$ cat src/rtl/bus_dispatch.sv
// bus_dispatch
// Transmit-side dispatcher. It pops routed MIDI bytes from the central
// routing FIFO and writes each byte to every UART transmitter selected by
// the entry's destination mask. Writes use a shared addr/data bus with
// one-hot write strobes. A busy transmitter is skipped and retried later,
// so one stalled port does not hold back the other destinations.
//
// Ports:
//   clk, reset  - system clock; asynchronous active-high reset
//   fifo_empty  - routing FIFO empty flag
//   fifo_data   - FIFO read data, valid the cycle after a sampled fifo_rd
//   fifo_mask   - destination mask read together with fifo_data
//   fifo_rd     - FIFO pop strobe, one cycle per entry
//   tx_busy     - per-transmitter busy flags
//   addr        - transmitter index of the current write
//   data        - byte being written
//   bus_wr      - one-hot write strobe
//   drop        - one-cycle pulse when an entry with an empty mask is discarded
//   busy        - high whenever the state machine is not idle
module bus_dispatch #(
  parameter int NPORTS = 4,
  parameter int DW     = 8
) (
  input  logic              clk,
  input  logic              reset,
  input  logic              fifo_empty,
  input  logic [DW-1:0]     fifo_data,
  input  logic [NPORTS-1:0] fifo_mask,
  output logic              fifo_rd,
  input  logic [NPORTS-1:0] tx_busy,
  output logic [3:0]        addr,
  output logic [DW-1:0]     data,
  output logic [NPORTS-1:0] bus_wr,
  output logic              drop,
  output logic              busy
);

  typedef enum logic [2:0] {
    IDLE,
    WAIT,
    LATCH,
    SCAN,
    GAP
  } state_t;

  state_t            state_reg, state_next;
  logic              fifo_rd_reg, fifo_rd_next;
  logic [3:0]        addr_reg, addr_next;
  logic [DW-1:0]     data_reg, data_next;
  logic [NPORTS-1:0] bus_wr_reg, bus_wr_next;
  logic              drop_reg, drop_next;
  logic              busy_reg, busy_next;
  logic [DW-1:0]     byte_reg, byte_next;
  logic [NPORTS-1:0] pend_reg, pend_next;

  // A port can be written when it still owes the byte and is not busy.
  logic [NPORTS-1:0] ready;
  logic [NPORTS-1:0] grant;
  logic [3:0]        sel_idx;

  genvar gi;
  generate
    for (gi = 0; gi < NPORTS; gi++) begin : g_ready
      assign ready[gi] = pend_reg[gi] & ~tx_busy[gi];
    end
  endgenerate

  // Isolate the lowest set bit: the fixed-priority grant.
  assign grant = ready & (~ready + {{(NPORTS-1){1'b0}}, 1'b1});

  always_comb begin
    sel_idx = 4'd0;
    for (int i = NPORTS - 1; i >= 0; i--) begin
      if (ready[i]) sel_idx = 4'(i);
    end
  end

  always_ff @(posedge clk or posedge reset) begin
    if (reset) begin
      state_reg   <= IDLE;
      fifo_rd_reg <= 1'b0;
      addr_reg    <= 4'd0;
      data_reg    <= '0;
      bus_wr_reg  <= '0;
      drop_reg    <= 1'b0;
      busy_reg    <= 1'b0;
      byte_reg    <= '0;
      pend_reg    <= '0;
    end else begin
      state_reg   <= state_next;
      fifo_rd_reg <= fifo_rd_next;
      addr_reg    <= addr_next;
      data_reg    <= data_next;
      bus_wr_reg  <= bus_wr_next;
      drop_reg    <= drop_next;
      busy_reg    <= busy_next;
      byte_reg    <= byte_next;
      pend_reg    <= pend_next;
    end
  end

  always_comb begin
    state_next   = state_reg;
    fifo_rd_next = 1'b0;
    addr_next    = addr_reg;
    data_next    = data_reg;
    bus_wr_next  = '0;
    drop_next    = 1'b0;
    byte_next    = byte_reg;
    pend_next    = pend_reg;

    case (state_reg)
      IDLE: begin
        if (!fifo_empty) begin
          fifo_rd_next = 1'b1;
          state_next   = WAIT;
        end
      end
      // Covers the FIFO's one-cycle read latency.
      WAIT: begin
        state_next = LATCH;
      end
      LATCH: begin
        byte_next = fifo_data;
        pend_next = fifo_mask;
        if (fifo_mask == '0) begin
          drop_next  = 1'b1;
          state_next = IDLE;
        end else begin
          state_next = SCAN;
        end
      end
      // Stays here until some pending port is ready; no timeout.
      SCAN: begin
        if (ready != '0) begin
          bus_wr_next = grant;
          addr_next   = sel_idx;
          data_next   = byte_reg;
          pend_next   = pend_reg & ~grant;
          state_next  = GAP;
        end
      end
      // Dead cycle so the written transmitter can raise tx_busy before the
      // next scan decision.
      GAP: begin
        state_next = (pend_reg != '0) ? SCAN : IDLE;
      end
      default: begin
        state_next = IDLE;
      end
    endcase
  end

  assign busy_next = (state_next != IDLE);

  assign fifo_rd = fifo_rd_reg;
  assign addr    = addr_reg;
  assign data    = data_reg;
  assign bus_wr  = bus_wr_reg;
  assign drop    = drop_reg;
  assign busy    = busy_reg;

endmodule

$ cat config.mk
export PLATFORM = sky130hd
export DESIGN_NAME = bus_dispatch
export DESIGN_NICKNAME = d
export VERILOG_FILES = /design/src/rtl/bus_dispatch.sv
export SDC_FILE = /design/constraint.sdc
export NUM_CORES = 1
export LEC_CHECK = 0
export CORE_ASPECT_RATIO = 0.5
export CORE_UTILIZATION = 41
export CTS_CLUSTER_SIZE = 24
export DETAILED_ROUTE_END_ITERATION = 16
export GPL_ROUTABILITY_DRIVEN = 0
export PLACE_DENSITY = 0.68
export SYNTH_ARGS = -nofsm -noshare
export SYNTH_HDL_FRONTEND = slang
export SYNTH_SLANG_ARGS = --single-unit
export TNS_END_PERCENT = 50
$ cat constraint.sdc
create_clock -name clk -period 2.1 [get_ports clk]
set_input_delay 0.42 -clock clk [delete_from_list [all_inputs] [get_ports clk]]
set_output_delay 0.42 -clock clk [all_outputs]
set_load 0.03 [all_outputs]
# --- After elaboration in Yosys (flattened, before gate mapping) ---
# Cells that the tools add are included.
totals:
  register_bits: 34
  inputBits: 19
  output_inout_bits: 19
  wordCells: 52
op_classes:
  bitwise_logic: 12
  n_mux: 17
  n_reduce_logical: 8
  addsub: 1
  eq_ne: 5
op_table:
  columns: ["op", "n"]
  rows:
  - ["4-bit two-way mux", 6]
  - ["3-bit one-hot mux with 5 select lines", 1]
  - ["4-bit AND", 2]
  - ["4-bit NOT", 2]
  - ["4-bit one-hot mux with 2 select lines", 1]
  - ["4-bit nonzero test", 2]
  - ["3-bit by 2-bit equality test with 1-bit output, second input constant", 2]
  - ["2-bit two-way mux", 3]
  - ["3-bit two-way mux", 2]
  - ["4-bit by 1-bit adder with 4-bit output, second input constant", 1]
  - ["1-bit AND", 4]
  - ["4-bit zero test", 1]
  - ["1-bit two-way mux", 4]
  - ["1-bit NOT", 4]
  - ["2-bit AND reduction", 2]
  - ["3-bit by 1-bit equality test with 1-bit output, second input constant", 1]
  - ["3-bit equality test, second input constant", 1]
  - ["3-bit zero test", 1]
  - ["3-bit nonzero test", 1]
  - ["2-bit != test, second input constant", 1]
  - ["2-bit nonzero test", 1]

# --- Longest topological paths before layout ---
# Gate-level depths: netlist (run 1).
logic_depth:
  word_depth: 9
  depth_mapped: 5
  depth_no_buf: 3

# --- Worst setup path after synthesis (run 1) ---
# No wires, ideal clock.
synth_timing:
  path_type: "input to register"
  start: "in tx_busy[3]"
  end: "reg data_reg[0] (netlist: data[0])"
  path_stages: 3
  path_buffers: 0
  required_time_ps: 1975
  setup_time_ps: 125
  slack_ps: 581
  arrival_ps: 1394
  path_cell_list: "or2b_4 > a41oi_4 > mux2_4"
synth_between:
  elab_chain_len: 4
synth_rtl:
  columns: ["element", "line_no", "text"]
  rows:
  - ["start, declared", "30", "input logic [NPORTS-1:0] tx_busy,"]
  - ["1-bit NOT", "64", "assign ready[gi] = pend_reg[gi] & ~tx_busy[gi];"]
  - ["1-bit AND", "64", null]
  - ["4-bit nonzero test", "135", "if (ready != '0) begin"]
  - ["2-bit AND reduction (no line)", null, null]
  - ["end signal, assigned", "93", "data_reg <= data_next;"]
  - ["end, declared", "49", "logic [DW-1:0] data_reg, data_next;"]
# No other way between the ends.
# A chain may end at the register's enable or synchronous reset.

# --- Worst setup path after layout (run 1) ---
layout_timing:
  start: "reg data_reg[0] (netlist: data[0])"
  end: "out data[0]"
layout_lines:
  columns: ["element", "line_no", "text"]
  rows:
  - ["end, declared", "32", "output logic [DW-1:0] data,"]
# No word-level cell between the ends.

==> metrics.txt, run 1 <==
# IOs=38; synthesized area per cell=11.3 um^2; CP Cell Sequence=clkdlybuf4s50_1; Post-synth top flop=dfrtp_1; IO Port Bufs=35; worst setup path class=flop to output pin; antenna cell count=0; setup_tns=0 ns; H-tree depth reported by CTS=2; Final min period=1.73 ns; RSZ-0062 raised after global routing=no; Setup Buffers After CTS=0; worst-path maximum fanout=2; CTS root buffer=clkbuf_8; Slew Limit Fails=0; Buf/Inv on CP=1; delay-heaviest family, CP=buffers and inverters; CTS Buffer Depth=2; Vias/cell=4.81; post-synth top area share=57.0%; # fillers=270; VDD IR max=0.594 mV; post-synth top area cell=dfrtp_1; outcome=complete, but fails checks; First DRT Iteration DRCs=70; CTS tree=built; drt wl/cell=12.8 um; Worst Path Required=1.68 ns; post-synth cell types=29; Final ANT Viol Nets=0; # DRC=1; Post-Route WL=2.62 mm; core footprint=3140 um^2; critical path's slowest cell=clkdlybuf4s50_1; Pwr per Cell Area=1560 nW/um^2; # resized after CTS=0; CTS Buf Count=5; MaxCap Viol Count=0; Die X=84.8 um; post-route cell area=1900 um^2; Die Height=43.4 um; fin crit share=82.3%; Setup-failing EPs final=0; # clock sinks=32; fmax=579 MHz; Post-CTS Hold Buffers=0; Post-synth EDFFs=0; Die ar.=3680 um^2; vias in the first global route=937; total track usage=16.7%; Worst path max stage delay=0.68 ns; largest net degree at the start of global routing=33; initial core utilization=44.8%; HPWL Detailed=1.81 mm; #FFs+latches synth=32; first-pass iteration count of the detailed router=10; row count=14; initial antenna violation count=0; Yosys warnings=0; Clock Latency Late Sink=0.28 ns; layout cell share with drive strength beyond 1=14.0%; total power=2.96 mW; Final #Nets=183; Synth Instances=124; Layout area overhead=35.4%; failing checks=DRC; Hold WC Path Type=flop to flop; Seq/Total Area, Yosys=57.0%; vias post-DR=982; dpl cell area=1810 um^2; Synth Cell Area=1410 um^2; element type at the critical path end=output pin; Critical Path Start Type=flop; P_leak=0.862 nW; ys async rst share=100%; clock-pin slew on the worst setup and hold paths=0.06 ns; Congestion Overflow GR=0; top post-synthesis cells by area=dfrtp_1 (57%), mux2_4 (8.5%), nand2_1 (6.9%); skew final=0.00741 ns; CP Data Arrival Time=1.31 ns; reg2reg setup slack=0.52 ns; endpoints failing hold=0; first-pass GRT wire length=4.46 mm
[cells by family after synthesis]
family	count (synthesis)	synth area share, %
AO/OA/AOI/OAI	12	7.39
buffers and inverters	8	3.29
flip-flops	32	57.0
multiplexers	10	10.1
other	1	0.267
AND/OR/NAND/NOR	61	22.0
[layout by cell type, fill, tap and decap left out, types with 2 or more instances in the layout]
cell             instances
o211ai_1                 2
nor3_1                   4
clkbuf_8                 7
conb_1                   2
or4_1                    2
nand3_1                  2
nand2_1                 26
inv_1                    2
buf_4                    2
nand2b_1                 5
mux2_4                   8
a21oi_1                  4
nor2_1                  10
clkdlybuf4s50_1         35
nor4_1                   2
dfrtp_1                 32
nor2b_1                  5
o22a_1                   2
[synth_stat cells (all sizes together), types with 2 or more instances]
cell type / instances
dfrtp: 32
nand2: 26
nor2: 10
mux2: 9
buf: 5
nand2b: 5
nor2b: 5
a21oi: 4
nor3: 4
inv: 2
nand3: 2
nor4: 2
o211ai: 2
o22a: 2
or4: 2
[final timing paths]
| check | depth (start not counted) | startpoint | endpoint |
|---|---|---|---|
| max | 1 | data[0] | data[0] |
| max in group asynchronous | 3 | reset | drop |
| max reg2reg | 4 | state_reg[2] | data[1] |
| min | 2 | byte_reg[5] | byte_reg[5] |
| min reg2reg | 2 | byte_reg[5] | byte_reg[5] |
| min in group asynchronous | 3 | reset | data[4] |
[stage by stage]
| step | util [%] | instances | hold WS [ns] | setup WS (ns) |
|---|---|---|---|---|
| 2_1_floorplan | - | 125 | 0.446 | 0.581 |
| 3_5_place_dp | 57.6 | 197 | 0.464 | 0.143 |
| 4_1_cts | 60.7 | 204 | 0.479 | 0.360 |
| 6_report | 60.7 | 204 | 0.472 | 0.372 |
| 3_3_place_gp | 57.6 | 197 | 0.458 | 0.146 |
| 5_1_grt | 60.7 | 204 | 0.498 | 0.306 |
[power by group]
group / total [mW] / internal (mW) / switching (mW)
registers: 1.08 / 0.887 / 0.195
logic: 1.37 / 0.675 / 0.695
clock network: 0.508 / 0.292 / 0.217
[cell type report]
type	instances	area [um^2]	area share [%]
Timing Repair Buffer	38	385	20.3
Sequential cell	32	801	42.1
Tap cell	40	50.0	2.63
Inverter	2	7.51	0.395
Clock buffer	7	96.3	5.07
Multi-Input combinational cell	85	562	29.5
[layer usage]
metal	routed length [um]	share of wire (%)	vias to the layer above	GRT usage [%]
met5	0	0	-	0
met4	10	0.38	0	6.10
met1	1300	50	463	23.0
li1	-	-	496	-
met3	116	4.4	2	6.29
met2	1190	45	21	24.7
(Power assumes the default switching activity.)
==> inputs of run 2 (changes only) <==
==> constraint.sdc (replaced) <==
create_clock -name clk -period 1.7 [get_ports clk]
set_input_delay 0.34 -clock clk [delete_from_list [all_inputs] [get_ports clk]]
set_output_delay 0.34 -clock clk [all_outputs]
set_load 0.03 [all_outputs]
==> metrics.txt, run 2 (synthesized netlist as in run 1, its figures left out) <==
outcome=complete, but fails checks (unchanged); failing checks=DRC (unchanged); vias in the first global route=1002 (was 937); CP Cell Sequence=clkdlybuf4s50_1 (unchanged); area of the multi-input gates=562 um^2 (unchanged); initial core utilization=44.8% (unchanged); Final #Nets=191 (was 183); clock share of power=19.0% (was 17.2%); Pwr per Cell Area=1930 nW/um^2 (was 1560 nW/um^2); Gate power share=45.9% (was 46.3%); Final ANT Viol Nets=0 (unchanged); total track usage=17.4% (was 16.7%); sequential power share=35.1% (was 36.5%); Post-Route WL=2.79 mm (was 2.62 mm); CTS Buffer Depth=2 (unchanged); initial antenna violation count=0 (unchanged); Die X=84.8 um (unchanged); core footprint=3140 um^2 (unchanged); fin crit share=97.9%; # DRC=1 (unchanged); Hold WC Path Type=input pin to asynchronous set/reset pin (was flop to flop); Clock Latency Late Sink=0.29 ns (was 0.28 ns); critical path's slowest cell=clkdlybuf4s50_1 (unchanged); layout cell share with drive strength beyond 1=18.5% (was 14.0%); Worst Path Required=1.36 ns (was 1.68 ns); # clock sinks=32 (unchanged); Critical Path Start Type=flop (unchanged); NetSw=1.42 mW (was 1.11 mW); P_leak=0.926 nW (was 0.862 nW); Post-CTS Hold Buffers=0 (unchanged); FF/Latch Area=801 um^2 (unchanged); worst-path maximum fanout=2 (unchanged); Slew Limit Fails=0 (unchanged); VDD IR max=0.783 mV (was 0.594 mV); RSZ-0062 raised after global routing=no (unchanged); H-tree depth reported by CTS=2 (unchanged); post-route insts no fill=213 (was 204); Setup-failing EPs final=0 (unchanged); MaxCap Viol Count=0 (unchanged); drt wl/cell=13.1 um (was 12.8 um); Vias/cell=4.89 (was 4.81); Sw Share=37.1% (was 37.4%); vias post-DR=1041 (was 982); antenna cell count=0 (unchanged); most frequent cells in the layout=clkdlybuf4s50_1 (33), dfrtp_1 (32), nand2_1 (26) (was clkdlybuf4s50_1 (35), dfrtp_1 (32), nand2_1 (26)); skew final=0.00471 ns (was 0.00741 ns); Die Height=43.4 um (unchanged); Congestion Overflow GR=0 (unchanged); cell depth of the worst setup path=1 (unchanged); first-pass GRT wire length=4.65 mm (was 4.46 mm); delay-heaviest family, CP=buffers and inverters (unchanged); first-pass iteration count of the detailed router=10 (unchanged); largest net degree at the start of global routing=33 (unchanged); setup_tns=0 ns (unchanged); HPWL Detailed=1.93 mm (was 1.81 mm); placed cells=205 (was 197); fmax=601 MHz; clock-pin slew on the worst setup and hold paths=0.07 ns (was 0.06 ns); CP Data Arrival Time=1.32 ns (was 1.31 ns); Final min period=1.66 ns; internal power=2.40 mW (was 1.85 mW); commonest non-fill, non-tap cell in the layout=clkdlybuf4s50_1 (unchanged); worst r2r path cells=4 (unchanged); Buf/Inv on CP=1 (unchanged); CTS tree=built (unchanged); CTS Buf Count=5 (unchanged); # IOs=38 (unchanged); endpoints failing hold=0 (unchanged); IO Port Bufs=35 (unchanged); row count=14 (unchanged); element type at the critical path end=output pin (unchanged); Layout area overhead=41.1% (was 35.4%); # fillers=262 (was 270); CTS root buffer=clkbuf_8 (unchanged); Worst path max stage delay=0.68 ns (about the same); Die ar.=3680 um^2 (unchanged); First DRT Iteration DRCs=53 (was 70); worst setup path class=flop to output pin (unchanged)
[run 2: cell types whose count changed in the layout (fill, tap and decap cells not counted)]
cell,before,now
clkinv_2,0,1
bufinv_16,0,1
dlymetal6s2s_1,0,2
clkdlybuf4s50_1,35,33
buf_4,2,10
clkbuf_8,7,5
clkinvlp_4,0,1
[run 2: path summary, 6_finish.rpt]
path                               from          end  slack, ns
setup reg to reg           state_reg[2]      data[7]       0.13
min in group clk            byte_reg[7]  byte_reg[7]       0.48
setup / recovery                data[0]      data[0]       0.04
hold / removal                    reset    bus_wr[1]       0.46
max in group asynchronous         reset  pend_reg[2]       0.95
hold reg to reg             byte_reg[7]  byte_reg[7]       0.48
[run 2: final cells by class]
| type | count | share of cell area (%) |
|---|---|---|
| flip-flops and latches | 32 | 40.4 |
| multi-input cells | 85 | 28.3 |
| repair buffers | 46 | 22.7 |
| clock buffers | 5 | 3.47 |
| well taps | 40 | 2.53 |
| clock inverters | 3 | 2.15 |
| inverters | 2 | 0.379 |
[run 2: what timing repair did]
action | in CTS | in global routing
buffers inserted | 0 | 0
gates resized for setup | 0 | 2
hold endpoints to repair | 0 | 0
setup endpoints to repair | 0 | 2
[run 2: worst reg2reg max path, delay by kind of cell, from the launching register on]
| kind | cells | cell delay [ns] |
|---|---|---|
| buffers and inverters | 1 | 0.18 |
| multiplexers | 1 | 0.30 |
| flip-flops | 1 | 0.45 |
| AO/OA/AOI/OAI | 1 | 0.26 |
| AND/OR/NAND/NOR | 1 | 0.26 |
[run 2: through the flow]
step           utilization [%]  worst slack, ns  power [mW]  hold slack, ns  cell area, um^2
3_5_place_dp              59.5           -0.140        3.11           0.467             1870
5_1_grt                   63.2         0.000125        4.06           0.499             1980
3_3_place_gp              59.5           -0.133        3.08           0.458             1870
4_1_cts                   63.0           0.0181        3.87           0.474             1980
2_1_floorplan                -            0.199        2.51           0.406             1410
6_report                  63.2           0.0359        3.82           0.464             1980
[run 2: power by group through the flow]
stage / Clock [mW] / Combinational [mW] / Sequential, mW
2_1_floorplan: 0 / 0.947 / 1.56
4_1_cts: 0.752 / 1.77 / 1.34
3_5_place_dp: 0 / 1.76 / 1.35
3_3_place_gp: 0 / 1.74 / 1.35
6_report: 0.725 / 1.75 / 1.34
5_1_grt: 0.778 / 1.89 / 1.39
[run 2: per-layer routing]
layer | up-vias | wire, um | global-route usage, %
li1 | 509 | - | -
met1 | 506 | 1380 | 23.2
met2 | 21 | 1250 | 26.2
met3 | 5 | 122 | 6.67
met4 | 0 | 43 | 7.12
met5 | - | 0 | 0
==> inputs of run 3 (changes only) <==
--- a/config.mk
+++ b/config.mk
@@ -5,12 +5,14 @@
 export SDC_FILE = /design/constraint.sdc
 export NUM_CORES = 1
 export LEC_CHECK = 0
+export CAP_MARGIN = 10
 export CORE_ASPECT_RATIO = 0.5
+export CORE_MARGIN = 2
 export CORE_UTILIZATION = 41
 export CTS_CLUSTER_SIZE = 24
 export DETAILED_ROUTE_END_ITERATION = 16
 export GPL_ROUTABILITY_DRIVEN = 0
-export PLACE_DENSITY = 0.68
+export PLACE_DENSITY = 0.74
 export SYNTH_ARGS = -nofsm -noshare
 export SYNTH_HDL_FRONTEND = slang
 export SYNTH_SLANG_ARGS = --single-unit
==> metrics.txt, run 3 (synthesized netlist as in run 1, its figures left out) <==
skew final=0.00770 ns (was 0.00471 ns); sequential power share=35.4% (was 35.1%); HPWL Detailed=2.07 mm (was 1.93 mm); Pwr per Cell Area=1930 nW/um^2 (about the same); Final #Nets=190 (was 191); FF/Latch Area=801 um^2 (unchanged); Setup-failing EPs final=0 (unchanged); Critical Path Start Type=flop (unchanged); Gate power share=47.4% (was 45.9%); first-pass iteration count of the detailed router=4 (was 10); CP Cell Sequence=clkdlybuf4s50_1 (unchanged); Final ANT Viol Nets=0 (unchanged); total track usage=17.0% (was 17.4%); CTS root buffer=clkbuf_8 (unchanged); IO Port Bufs=35 (unchanged); Post-CTS Hold Buffers=0 (unchanged); initial antenna violation count=0 (unchanged); Post-Route WL=3.00 mm (was 2.79 mm); Die ar.=3940 um^2 (was 3680 um^2); element type at the critical path end=output pin (unchanged); # clock sinks=32 (unchanged); CTS Buf Count=5 (unchanged); P_leak=0.896 nW (was 0.926 nW); row count=14 (unchanged); Setup Buffers After CTS=0 (unchanged); Worst Path Required=1.36 ns (about the same); # fillers=242 (was 262); antenna cell count=0 (unchanged); Slew Limit Fails=0 (unchanged); clock share of power=17.2% (was 19.0%); # resized after CTS=0 (unchanged); CTS tree=built (unchanged); Setup WS post-layout=0.0371 ns (was 0.0359 ns); critical path's slowest cell=clkdlybuf4s50_1 (unchanged); endpoints failing hold=0 (unchanged); CP Data Arrival Time=1.32 ns (about the same); Min Hold Slack=0.427 ns (was 0.464 ns); VDD IR max=0.696 mV (was 0.783 mV); First DRT Iteration DRCs=40 (was 53); Worst path max stage delay=0.68 ns (about the same); # IOs=38 (unchanged); RSZ-0062 raised after global routing=no (unchanged); worst-path maximum fanout=2 (unchanged); Die X=86.8 um (was 84.8 um); placed cells=204 (was 205); Sw Share=38.1% (was 37.1%); outcome=finished clean (was complete, but fails checks); Vias/cell=4.85 (was 4.89); CTS Buffer Depth=2 (unchanged); Congestion Overflow GR=0 (unchanged); reg2reg setup slack=0.11 ns (was 0.13 ns); commonest non-fill, non-tap cell in the layout=clkdlybuf4s50_1 (unchanged); Hold WC Path Type=input pin to asynchronous set/reset pin (unchanged); first-pass GRT wire length=4.88 mm (was 4.65 mm); vias in the first global route=1068 (was 1002); largest net degree at the start of global routing=33 (unchanged); delay-heaviest family, CP=buffers and inverters (unchanged); layout cell share with drive strength beyond 1=17.5% (was 18.5%); # DRC=0 (was 1); Final min period=1.66 ns (about the same); internal power=2.33 mW (was 2.40 mW); Buf/Inv on CP=1 (unchanged); clock-pin slew on the worst setup and hold paths=0.07 ns (about the same); worst setup path class=flop to output pin (unchanged); initial core utilization=44.8% (unchanged); vias post-DR=1024 (was 1041); most frequent cells in the layout=clkdlybuf4s50_1 (35), dfrtp_1 (32), nand2_1 (26) (was clkdlybuf4s50_1 (33), dfrtp_1 (32), nand2_1 (26)); drt wl/cell=14.2 um (was 13.1 um); H-tree depth reported by CTS=2 (unchanged); post-route insts no fill=211 (was 213); MaxCap Viol Count=0 (unchanged); fin crit share=97.8% (was 97.9%); pre-CTS setup slack=-0.148 ns (was -0.140 ns); area of the multi-input gates=562 um^2 (unchanged); core footprint=3140 um^2 (unchanged); NetSw=1.44 mW (was 1.42 mW); fmax=601 MHz (about the same); Clock Latency Late Sink=0.29 ns (about the same); Layout area overhead=39.1% (was 41.1%); Die Height=45.4 um (was 43.4 um)
-- run 3: power by group through the flow --
| stage | logic (mW) | registers [mW] | clock network [mW] |
|---|---|---|---|
| floorplan | 0.947 | 1.56 | 0 |
| global placement | 1.75 | 1.33 | 0 |
| detailed placement | 1.78 | 1.34 | 0 |
| CTS | 1.80 | 1.33 | 0.647 |
| global route | 1.92 | 1.38 | 0.682 |
| finish | 1.79 | 1.34 | 0.649 |
-- run 3: routing by layer --
layer | share of wire, % | vias to the layer above | global-route usage, %
met5 | 0 | - | 0
met4 | 1.4 | 0 | 9.69
met3 | 3.2 | 7 | 4.35
met1 | 48 | 490 | 21.4
li1 | - | 508 | -
met2 | 47 | 19 | 27.5
-- run 3: tightest hold or removal path, cell delays in order --
cell and delay, ns:
clkdlybuf4s50_1 0.39, inv_1 0.05, buf_4 0.35
-- run 3: final timing paths --
path | cells after the start | to | start
hold / removal | 3 | state_reg[0] | reset
min in group clk | 2 | byte_reg[7] | byte_reg[7]
setup reg to reg | 4 | data[2] | state_reg[0]
max in group asynchronous | 3 | data[4] | reset
hold reg to reg | 2 | byte_reg[7] | byte_reg[7]
setup / recovery | 1 | data[3] | data[3]
-- run 3: per-stage QoR --
step | utilization [%] | total power, mW | area [um^2] | TNS (ns)
CTS | 62.3 | 3.78 | 1950 | 0
global placement | 59.3 | 3.08 | 1860 | -1.42
detailed placement | 59.3 | 3.12 | 1860 | -1.59
global route | 62.3 | 3.98 | 1950 | 0
finish | 62.3 | 3.77 | 1950 | 0
floorplan | - | 2.51 | 1410 | 0
-- run 3: cell type report --
class / instances / area share [%]
sequential: 32 / 41.0
tap: 40 / 2.56
multi-input combinational: 85 / 28.7
timing repair buffer: 45 / 22.4
inverter: 2 / 0.384
clock buffer: 7 / 4.93
==> RTL change 1: new RTL, config.mk and constraints of run 3 <==
The parameter `NPORTS` goes from 4 to 3.
--- a/src/rtl/bus_dispatch.sv
+++ b/src/rtl/bus_dispatch.sv
@@ -18,7 +18,7 @@
 //   drop        - one-cycle pulse when an entry with an empty mask is discarded
 //   busy        - high whenever the state machine is not idle
 module bus_dispatch #(
-  parameter int NPORTS = 4,
+  parameter int NPORTS = 3,
   parameter int DW     = 8
 ) (
   input  logic              clk,
Interface: changed (resized bus_wr, fifo_mask and tx_busy); port bits go from 38 to 35. The function was not compared with the original's and may differ.
==> RTL change 1 against run 3 <==
- count of clock-buffer cells in the layout decreased by 2
- synthesized area fell by 7.7%
- maximum frequency up 0.96%
- final cell count decreased by 17%
- sequential cell count fell by 2
- cell area shrank 7.7%
- routed wire length shrank 27%
- setup slack better by 0.016 ns
- hold slack got worse by 0.00059 ns
Power is not compared: it rests on default switching activity, and its combinational part moved more than twofold at a synthesized area within 25%.
==> RTL change 1: results (changes against run 3) <==
{| class="wikitable"
! Metric !! Value
|-
| Result of the run || complete, no violations
|-
| Destination of the worst register-to-register timing path || data[7]$_DFFE_PP0P_
|-
| Hold Crit Class || in2async
|-
| Total placed instance area || 1720 µm² (-7.3%)
|-
| Number of H-tree levels || 2 (unchanged)
|-
| IR Drop Worst-Case VDD || 487 µV
|-
| Fraction of final layout cells with drive strength greater than 1 || 33.1% (+16 points)
|-
| Crit path launch || data[3]$_DFFE_PP0P_
|-
| Portion of the post-synthesis area used by sequential elements || 57.9% (+0.87 points)
|-
| Top post-synthesis cells by area || dfrtp_1 (58%), mux2_2 (8.7%), mux2_4 (6.9%)
|-
| Number of diodes || 0 (unchanged)
|-
| Post-CTS sizing || 0 (unchanged)
|-
| Via count of the first global-routing pass || 800 (-25%)
|-
| Fraction of met1 tracks used by global routing || 16.7% (-4.7 points)
|-
| Uppermost layer routed || met3
|-
| Longest Clk Path Bufs || 2 (unchanged)
|-
| Met2 wire length || 1030 µm (-28%)
|-
| Final-layout fill cell count || 250 (+3.3%)
|-
| Wire length of the first global-routing pass || 3640 µm (-25%)
|-
| Fin nets || 153 (-19%)
|-
| Worst setup slack for register-to-register paths || 0.23 ns (+0.12 ns)
|-
| Met2 track utilization from global routing || 20.8% (-6.7 points)
|-
| Highest cell delay on the worst timing path || 0.67 ns
|-
| Cell types with the highest counts after synthesis || dfrtp_1 (30), mux2_2 (10), mux2_4 (6)
|-
| Data arrival time of the critical path || 1.31 ns
|-
| Cts bufs inserted || 5 (unchanged)
|-
| Async S/R FF share, synth || 100% (unchanged)
|-
| Met3 capacity usage during global routing || 7.05% (+2.7 points)
|-
| Kind of cell adding the most delay to the critical path || buffers and inverters
|-
| Vias || 829 (-19%)
|-
| Cell type of the slowest stage on the worst timing path || clkdlybuf4s50_1
|-
| Number of detailed-routing iterations run before antenna repair || 4 (unchanged)
|-
| Detailed Route Iter0 Violations || 22 (-45%)
|-
| Worst reg-to-reg path cell count || 4 (unchanged)
|-
| Clock insertion delay at the later pin of the skew report || 0.28 ns
|-
| Final Routed Wirelength || 2180 µm (-27%)
|-
| Maximum fanout along the worst path || 2 (unchanged)
|-
| WHS || 0.427 ns (-0.000594 ns)
|-
| Number of buffers added for setup after CTS || 0 (unchanged)
|-
| Worst R2R Start || state_reg[2]$_DFF_PP0_
|-
| Cell chosen for the clock root || clkbuf_8
|-
| Antenna violations before repair || 0 (unchanged)
|-
| GR Util All Layers || 13.5% (-3.5 points)
|-
| Number of different library cells in the post-synthesis netlist || 30 (+3.4%)
|-
| # port buffers || 32 (-8.6%)
|-
| Yosys warning count || 0 (unchanged)
|-
| HPWL reported at the end of detailed placement || 1700 µm (-18%)
|-
| Maximum number of pins on one net before global-route repair || 31 (-6.1%)
|-
| Total routed wire length on the met1 layer || 1010 µm (-30%)
|-
| Static power due to leakage || 0.864 nW
|-
| Sum of met3 wire segment lengths after detailed routing || 139 µm (+45%)
|-
| Clock input transition at the sequential cells of the worst setup and hold paths || 0.06 ns
|-
| Maximum clock skew at final layout || 0.00254 ns (-0.00516 ns)
|}
## RTL change 1: cell count changes after synthesis, sizes merged, moves of 3 or more
cell	before	now
nor2	10	5
nand2b	5	2
inv	2	5
nor2b	5	1
mux2	9	16
nor3	4	1
a21oi	4	1
nand2	26	1
## RTL change 1: logic make-up after synthesis
family                 count (synthesis)  share of synthesized area, %
AOI/OAI and AO/OA                      6                          4.53
buffers and inverters                  9                          5.01
DFF                                   30                          57.9
muxes                                 19                          17.9
other                                  1                         0.289
and+or+nand+nor                       22                          14.4
## RTL change 1: through the flow
stage	setup WS (ns)	power (mW)	setup TNS, ns	cells
CTS	0.0352	1.33	0	176
detailed placement	-0.157	0.799	-1.17	169
global placement	-0.105	0.799	-0.809	169
finish	0.0528	1.31	0	176
floorplan	0.300	0.750	0	88
global route	0.00566	1.37	0	176
## RTL change 1: worst max path at each step
stage / slack [ns] / endpoint
6_report: 0.05 / data[3]
5_1_grt: 0.006 / data[3]
4_1_cts: 0.04 / data[1]
3_5_place_dp: -0.16 / data[1]$_DFFE_PP0P_
3_3_place_gp: -0.11 / data[2]$_DFFE_PP0P_
2_1_floorplan: 0.30 / data[2]$_DFFE_PP0P_
## RTL change 1: layout make-up
| class | instances | area [µm²] | area share, % |
|---|---|---|---|
| inverters | 5 | 18.8 | 1.04 |
| clock buffers | 5 | 68.8 | 3.81 |
| multi-input cells | 49 | 485 | 26.9 |
| clock inverters | 2 | 10.0 | 0.555 |
| repair buffers | 45 | 420 | 23.3 |
| flip-flops and latches | 30 | 751 | 41.6 |
| well taps | 40 | 50.0 | 2.77 |
## RTL change 1: power by group
part	leakage, nW	switching [mW]	internal, mW	total, mW
clock network	0.0438	0.252	0.274	0.526
registers	0.393	0	0.714	0.714
logic	0.427	0.0287	0.0417	0.0703
total	0.864	0.281	1.03	1.31
==> RTL change 2: new RTL, settings of run 3 <==
Made on the original files. Take the reset off `byte_reg` and load it in a clocked block of its own.
--- a/src/rtl/bus_dispatch.sv
+++ b/src/rtl/bus_dispatch.sv
@@ -84,7 +84,6 @@
       bus_wr_reg  <= '0;
       drop_reg    <= 1'b0;
       busy_reg    <= 1'b0;
-      byte_reg    <= '0;
       pend_reg    <= '0;
     end else begin
       state_reg   <= state_next;
@@ -94,9 +93,12 @@
       bus_wr_reg  <= bus_wr_next;
       drop_reg    <= drop_next;
       busy_reg    <= busy_next;
-      byte_reg    <= byte_next;
       pend_reg    <= pend_next;
     end
+  end
+
+  always_ff @(posedge clk) begin
+    byte_reg <= byte_next;
   end
 
   always_comb begin
Check against the original RTL: no difference found for any inputs over 10 cycles, from zero or initial values and one cycle with reset high; that may be too few to reach the edited logic, so the function may still have changed.
==> RTL change 2 against run 3 <==
- total power down 7.0%
- routed wire length down 11%
- cell area down 5.0%
- final cell count down 10%
- synthesized area down 8.5%
- setup slack better by 0.013 ns
- sequential cell count unchanged
- die area down 8.0%
- clock power up 8.6%
- global-route usage down 0.51 points
==> RTL change 2: results (changes against run 3) <==
{| class="wikitable"
! Metric !! Value
|-
| Result of the run || complete, no violations
|-
| Clock net power || 0.705 mW (+8.6%)
|-
| Avg Inst Size Synth || 13.1 µm² (+16%)
|-
| Top post-synthesis cells by area || dfrtp_1 (47%), edfxtp_1 (19%), mux2_1 (7.9%)
|-
| Total placed instance area || 1750 µm² (-6.0%)
|-
| Detailed Route Iter0 Violations || 32 (-20%)
|-
| End point of the critical path || data[5]
|-
| Fin nets || 167 (-12%)
|-
| Worst reg-to-reg path cell count || 4 (unchanged)
|-
| Antenna violations before repair || 0 (unchanged)
|-
| Static power due to leakage || 0.811 nW (-9.5%)
|-
| Fraction of met1 tracks used by global routing || 20.8% (-0.58 points)
|-
| Sum of met3 wire segment lengths after detailed routing || 138 µm (+44%)
|-
| Cell count after placement || 181 (-11%)
|-
| Fraction of final layout cells with drive strength greater than 1 || 16.1% (-1.4 points)
|-
| Final Routed Wirelength || 2670 µm (-11%)
|-
| Final-layout fill cell count || 233 (-3.7%)
|-
| Total routed wire length on the met1 layer || 1190 µm (-17%)
|-
| Number of buffers added for setup after CTS || 0 (unchanged)
|-
| Wire length of the first global-routing pass || 4400 µm (-9.9%)
|-
| Highest cell delay on the worst timing path || 0.68 ns (about the same)
|-
| Maximum number of pins on one net before global-route repair || 25 (-24%)
|-
| Maximum clock skew at final layout || 0.00305 ns (-0.00465 ns)
|-
| Int Power || 2.21 mW (-5.2%)
|-
| Via count of the first global-routing pass || 914 (-14%)
|-
| Cell chosen for the clock root || clkbuf_8
|-
| Portion of the post-synthesis area used by sequential elements || 65.4% (+8.4 points)
|-
| Met2 track utilization from global routing || 26.8% (-0.71 points)
|-
| Logic gate share of total power || 42.5% (-4.9 points)
|-
| Vias || 926 (-9.6%)
|-
| # port buffers || 35 (unchanged)
|-
| IR Drop Worst-Case VDD || 812 µV (+17%)
|-
| Proportion of total power due to net switching || 37.0% (-1.2 points)
|-
| WHS || 0.403 ns (-0.0243 ns)
|-
| Number of detailed-routing iterations run before antenna repair || 4 (unchanged)
|-
| Worst setup timing slack at the placement stage || -0.123 ns (+0.0247 ns)
|-
| Met3 capacity usage during global routing || 5.71% (+1.4 points)
|-
| Worst R2R Start || state_reg[2]$_DFF_PP0_
|-
| Cell types with the highest counts after synthesis || dfrtp_1 (24), nor2_1 (10), mux2_1 (9)
|-
| Clock input transition at the sequential cells of the worst setup and hold paths || 0.06 ns
|-
| Via/cell ratio || 4.90 (+0.96%)
|-
| HPWL reported at the end of detailed placement || 1830 µm (-11%)
|-
| Number of enable-type register cells in the synthesized netlist || 8 (+8)
|-
| Crit path launch || data[5]$_DFFE_PP0P_
|-
| Cts bufs inserted || 5 (unchanged)
|-
| Worst setup slack for register-to-register paths || 0.14 ns (+0.03 ns)
|-
| Max Freq || 606 MHz (+0.79%)
|-
| Async S/R FF share, synth || 75.0% (-25 points)
|-
| Cell type of the slowest stage on the worst timing path || clkdlybuf4s50_1
|-
| Met2 wire length || 1300 µm (-8.4%)
|-
| GR Util All Layers || 16.5% (-0.51 points)
|}
[RTL change 2: cell count changes after synthesis, sizes merged, moves of 2 or more]
cell,change
nand2,-21
nor3,-2
o22a,-2
dfrtp,-8
edfxtp,+8
and3,+2
inv,+2
nor2b,-4
o21ai,+2
o211ai,-2
[RTL change 2: logic make-up after synthesis]
group	share of synthesized area [%]
AOI/OAI and AO/OA	6.82
and+or+nand+nor	15.1
other	0.292
muxes	8.67
buffers and inverters	3.70
DFF	65.4
[RTL change 2: repair_timing]
action                                  CTS  global route
resized for setup                         0             1
endpoints found under the hold margin     0             0
endpoints found under the setup margin    0             1
[RTL change 2: layout make-up]
class	instances	area [µm²]	area share, %
Clock inverter	2	35.0	1.89
Clock buffer	6	72.6	3.91
Inverter	4	15.0	0.809
Multi-Input combinational cell	58	400	21.6
Timing Repair Buffer	47	443	23.9
Tap cell	40	50.0	2.70
Sequential cell	32	841	45.3
